### src/rtl/logic_gate_lab.sv
// rtl/logic_gate_lab.sv - debounced multi-input gate demonstrator with button-selected gate function
module logic_gate_lab #(
    parameter int NUM_IN          = 2,
    parameter int DEBOUNCE_CYCLES = 1000000,
    parameter int RESET_MODE      = 5
) (
    input  logic              I_P_CLK,
    input  logic              I_P_RST_N,
    input  logic [NUM_IN-1:0] I_P_SW,
    input  logic              I_P_BTN_MODE,
    output logic [NUM_IN-1:0] O_P_LED_IN,
    output logic              O_P_LED_GATE,
    output logic [5:0]        O_P_LED_MODE
);

    typedef enum logic [2:0] {
        MODE_AND  = 3'd0,
        MODE_OR   = 3'd1,
        MODE_XOR  = 3'd2,
        MODE_NAND = 3'd3,
        MODE_NOR  = 3'd4,
        MODE_XNOR = 3'd5
    } mode_t;

    // Switches occupy the low bits, the mode button the top bit.
    localparam int NSIG = NUM_IN + 1;
    localparam int CW   = (DEBOUNCE_CYCLES > 1) ? $clog2(DEBOUNCE_CYCLES) : 1;
    localparam logic [CW-1:0] CNT_LAST = CW'(DEBOUNCE_CYCLES - 1);
    localparam mode_t MODE_RST = mode_t'(3'(RESET_MODE));

    if (NUM_IN < 2 || NUM_IN > 8) begin : g_bad_num_in
        $fatal(1, "logic_gate_lab: NUM_IN must be in 2..8");
    end
    if (DEBOUNCE_CYCLES < 2) begin : g_bad_debounce
        $fatal(1, "logic_gate_lab: DEBOUNCE_CYCLES must be at least 2");
    end
    if (RESET_MODE < 0 || RESET_MODE > 5) begin : g_bad_reset_mode
        $fatal(1, "logic_gate_lab: RESET_MODE must be in 0..5");
    end

    logic [NSIG-1:0]   raw;
    logic [NSIG-1:0]   sync1;
    logic [NSIG-1:0]   sync2;
    logic [NSIG-1:0]   stable;
    logic [NUM_IN-1:0] sw_stable;
    logic              btn_stable;
    logic              btn_prev;
    logic              btn_rise;
    logic [1:0]        sync_fill;
    logic              btn_armed;
    mode_t             mode;
    mode_t             mode_next;
    logic              gate_next;
    logic              gate_q;

    assign raw        = {I_P_BTN_MODE, I_P_SW};
    assign sw_stable  = stable[NUM_IN-1:0];
    assign btn_stable = stable[NUM_IN];

    // Two-flop synchroniser for every switch and the button.
    always_ff @(posedge I_P_CLK or negedge I_P_RST_N) begin
        if (!I_P_RST_N) begin
            sync1 <= '0;
            sync2 <= '0;
        end else begin
            sync1 <= raw;
            sync2 <= sync1;
        end
    end

    for (genvar i = 0; i < NSIG; i++) begin : g_deb
        logic [CW-1:0] cnt;
        logic          lvl;

        // Accept a new level only after it has differed for DEBOUNCE_CYCLES consecutive cycles.
        always_ff @(posedge I_P_CLK or negedge I_P_RST_N) begin
            if (!I_P_RST_N) begin
                cnt <= '0;
                lvl <= 1'b0;
            end else if (sync2[i] == lvl) begin
                cnt <= '0;
            end else if (cnt == CNT_LAST) begin
                lvl <= sync2[i];
                cnt <= '0;
            end else begin
                cnt <= cnt + CW'(1);
            end
        end

        assign stable[i] = lvl;
    end

    // A button held through reset must be seen released (after the synchroniser
    // has refilled) before a press may advance the mode.
    assign btn_rise = btn_stable & ~btn_prev & btn_armed;

    // Edge-detect register and press arming.
    always_ff @(posedge I_P_CLK or negedge I_P_RST_N) begin
        if (!I_P_RST_N) begin
            btn_prev  <= 1'b0;
            sync_fill <= 2'b00;
            btn_armed <= 1'b0;
        end else begin
            btn_prev  <= btn_stable;
            sync_fill <= {sync_fill[0], 1'b1};
            btn_armed <= btn_armed | (sync_fill[1] & ~sync2[NUM_IN]);
        end
    end

    // Mode state register.
    always_ff @(posedge I_P_CLK or negedge I_P_RST_N) begin
        if (!I_P_RST_N) begin
            mode <= MODE_RST;
        end else begin
            mode <= mode_next;
        end
    end

    // Mode advance on a debounced press; illegal codes recover to AND.
    always_comb begin
        mode_next = mode;
        if (mode > MODE_XNOR) begin
            mode_next = MODE_AND;
        end else if (btn_rise) begin
            mode_next = (mode == MODE_XNOR) ? MODE_AND : mode_t'(mode + 3'd1);
        end
    end

    // Gate function over all debounced switches for the current mode.
    always_comb begin
        gate_next = 1'b0;
        case (mode)
            MODE_AND:  gate_next = &sw_stable;
            MODE_OR:   gate_next = |sw_stable;
            MODE_XOR:  gate_next = ^sw_stable;
            MODE_NAND: gate_next = ~&sw_stable;
            MODE_NOR:  gate_next = ~|sw_stable;
            MODE_XNOR: gate_next = ~^sw_stable;
            default:   gate_next = 1'b0;
        endcase
    end

    // Registered gate result.
    always_ff @(posedge I_P_CLK or negedge I_P_RST_N) begin
        if (!I_P_RST_N) begin
            gate_q <= 1'b0;
        end else begin
            gate_q <= gate_next;
        end
    end

    assign O_P_LED_IN   = sw_stable;
    assign O_P_LED_GATE = gate_q;
    assign O_P_LED_MODE = (mode > MODE_XNOR) ? 6'd0 : (6'd1 << mode);

endmodule

### config.mk
export PLATFORM = sky130hd
export DESIGN_NAME = logic_gate_lab
export DESIGN_NICKNAME = d
export VERILOG_FILES = /design/src/rtl/logic_gate_lab.sv
export SDC_FILE = /design/constraint.sdc
export NUM_CORES = 1
export LEC_CHECK = 0
export ABC_CLOCK_PERIOD_IN_PS = 2430
export CAP_MARGIN = 20
export CORE_MARGIN = 2
export CORE_UTILIZATION = 45
export DETAILED_ROUTE_END_ITERATION = 6
export PLACE_DENSITY_LB_ADDON = 0.08
export REMOVE_ABC_BUFFERS = 1
export SLEW_MARGIN = 40
export SYNTH_ARGS = -nofsm -noshare
export SYNTH_HDL_FRONTEND = slang
export SYNTH_SLANG_ARGS = --single-unit
### constraint.sdc
create_clock -name I_P_CLK -period 2.43 [get_ports I_P_CLK]
set_input_delay 0.3645 -clock I_P_CLK [delete_from_list [all_inputs] [get_ports I_P_CLK]]
set_output_delay 0.3645 -clock I_P_CLK [all_outputs]
set_load 0.1 [all_outputs]
==> flow_summary.toml <==
[status]
status = "finished clean"

[grt]
grt_pass1_wl_mm = 11.8
grt.total_usage = 0.167
antenna_found_initial = 0
grt_overflow = 0
grt_pass1_vias = 2643
grt_max_degree = 40

[timing]
finClkSkew_ns = 0.0126
tightest_slew_ns = 0.510
rsz0062_at_grt = "no"
slew_violations = 0
period_share = 0.886
finalHoldViolations = 0
relSlewSlack = 0.660
period_needed_ns = 2.15
max_freq_ghz = 0.465
finalSetupViolCount = 0

[cts]
cts_tree = "done"
h-tree-depth = 3
cts.sinks = 77
clk_path_buf_depth = 2
clockRootBuffer = "clkbuf_8"
cts_buffers = 9
cts_resized = 0
clkLatencyLatePin_ns = 0.35
cts.clk_slew.worst_paths_ns = 0.07

[final_layout]
fin_nets = 408
num_antenna_cells = 0
fillCellCount = 743
post-route-util = 0.519
syn_to_final_growth_pct = 13.1
area.sequential_um2 = 1930
multiInputGateArea_um2 = 1670
final_cell_mix = "dfrtp_1 (75), nor2_1 (38), a21oi_1 (27)"
fin_cells = 506
drive_gt1_frac = 0.0973
final_common_cell = "dfrtp_1"

[synth]
ys_seq_area_frac = 0.517
synth_seq_cells = 77
async_flop_share = 1.00
netlist_instances = 384
syn_area_per_cell_um2 = 9.72
syn_area_um2 = 3730
ys.flop_type = "dfrtp_1"
synth_cell_types = 45
yosysWarnings = 0
synth_enable_flop_cells = 0

[power]
peakVddDrop_mv = 0.306
pwr_density_cell_nw_per_um2 = 614
p_leak_uw = 0.00170

[placed_design]
dp.cells = 490
place_hpwl_mm = 4.59
place_congestion = 0.786
io_buffers = 13

[worst_setup_path]
end_kind = "output pin"
worstRegToRegCells = 5
required_ns = 2.07
critPathMaxFanout = 9
start_kind = "flop"
path_class = "reg -> out"
crit_arrival_ns = 1.79

[route]
ant_nets = 0
drtPass1Iterations = 5
vias = 2763
avgRoutedWirePerCell_um = 13.3
vias_per_cell = 5.46
route.final.wire_length_mm = 6.71
route.detailed.drc = 0
first_iter_violations = 93

[floorplan]
start_util = 0.459
pin_count = 14
dieHeight_um = 95.1
coreArea_um2 = 8130
die_w_um = 95.1
row_count = 33
dieArea_um2 = 9040

[worst_hold_path]
hold_path.class = "reg -> reg"
hold_depth = 0

[run]
maxCapViolCount = 0
-- synth_stat cells (2+ instances only) --
library cell | n | area [um^2]
xor2_1 | 14 | 123
dfstp_2 | 2 | 52.6
xnor2_1 | 19 | 166
or3_1 | 16 | 100
nand3_1 | 26 | 130
or4_1 | 10 | 75.1
a21oi_1 | 27 | 135
nor3_1 | 11 | 55.1
mux2_2 | 2 | 22.5
o31ai_1 | 8 | 60.1
buf_4 | 2 | 15.0
nor4_1 | 7 | 43.8
nor2_1 | 38 | 143
nand4_1 | 9 | 56.3
and3_1 | 7 | 43.8
inv_1 | 17 | 63.8
nor4b_1 | 3 | 26.3
nor3b_1 | 3 | 22.5
and2_1 | 4 | 25.0
o21ai_0 | 23 | 115
nand2_1 | 17 | 63.8
clkbuf_1 | 11 | 41.3
dfrtp_1 | 75 | 1880
ha_1 | 6 | 75.1
nand3_2 | 2 | 20.0
nor2b_1 | 4 | 25.0
buf_2 | 3 | 15.0
-- power by group --
group | switching, uW | internal [uW]
sequential | 16.6 | 1300
combinational | 54.8 | 26.5
clock | 461 | 732
total | 532 | 2060
-- timing repair --
item                       in CTS  in global routing
hold endpoints to repair        7                  0
setup endpoints to repair       0                  0
setup buffers                   0                  0
hold buffers                    1                  0
-- flip-flops by register name, indices dropped and copies added, names as in the netlist --
name	cells
g_deb.cnt	60
mode	3
sync1	3
sync2	3
g_deb.lvl	2
sync_fill	2
O_P_LED_GATE	1
btn_armed	1
btn_prev	1
btn_stable	1
-- worst paths after layout --
check | from | endpoint | slack [ns]
min in group asynchronous | I_P_RST_N | g_deb[0].cnt[14] | 0.52
setup reg to reg | g_deb[1].cnt[0] | g_deb[1].cnt[18] | 0.29
setup / recovery | mode[0] | O_P_LED_MODE[3] | 0.28
max in group asynchronous | I_P_RST_N | mode[0] | 1.26
hold reg to reg | sync1[0] | sync2[0] | 0.35
hold / removal | sync1[0] | sync2[0] | 0.35
-- kinds of logic (layout without fill, tap and decap cells) --
group / count (synthesis) / in the layout / synth area share
xor+xnor: 33 / 33 / 0.0775
buf+inv: 33 / 50 / 0.0362
compound gates: 67 / 67 / 0.102
simple gates: 165 / 165 / 0.240
other cells: 1 / 1 / 0.00101
fa+ha+maj: 6 / 6 / 0.0201
mux: 2 / 2 / 0.00604
flops: 77 / 77 / 0.517
-- worst max-delay path: stages, from the launching register on --
cell      delay (ns)
dfstp_2         0.61
and2_1          0.15
ha_1            0.15
a21boi_0        0.33
buf_12          0.22
-- metrics by stage --
step                      total power [uW]  TNS (ns)  hold slack [ns]  area, um^2  setup slack, ns
after floorplan                       1370     -5.30           0.0689        3660            -1.08
after global placement                1420         0            0.333        3960            0.404
after detailed placement              1420         0            0.336        3960            0.319
after CTS                             2630         0            0.353        4220            0.250
after global routing                  2700         0            0.367        4220            0.126
final                                 2590         0            0.352        4220            0.277
-- routing by layer --
metal	track usage	wire length, um
met1	0.230	3440
met2	0.258	2980
met3	0.0308	176
met4	0.0761	121
met5	0	0
-- layout make-up --
class	instances	area share
clock buffers	11	0.0359
clock inverters	4	0.0225
inverters	17	0.0151
multi-input cells	274	0.395
flip-flops and latches	77	0.457
well taps	105	0.0311
repair buffers	18	0.0433
No activity file was read; power rests on OpenSTA's default activity.
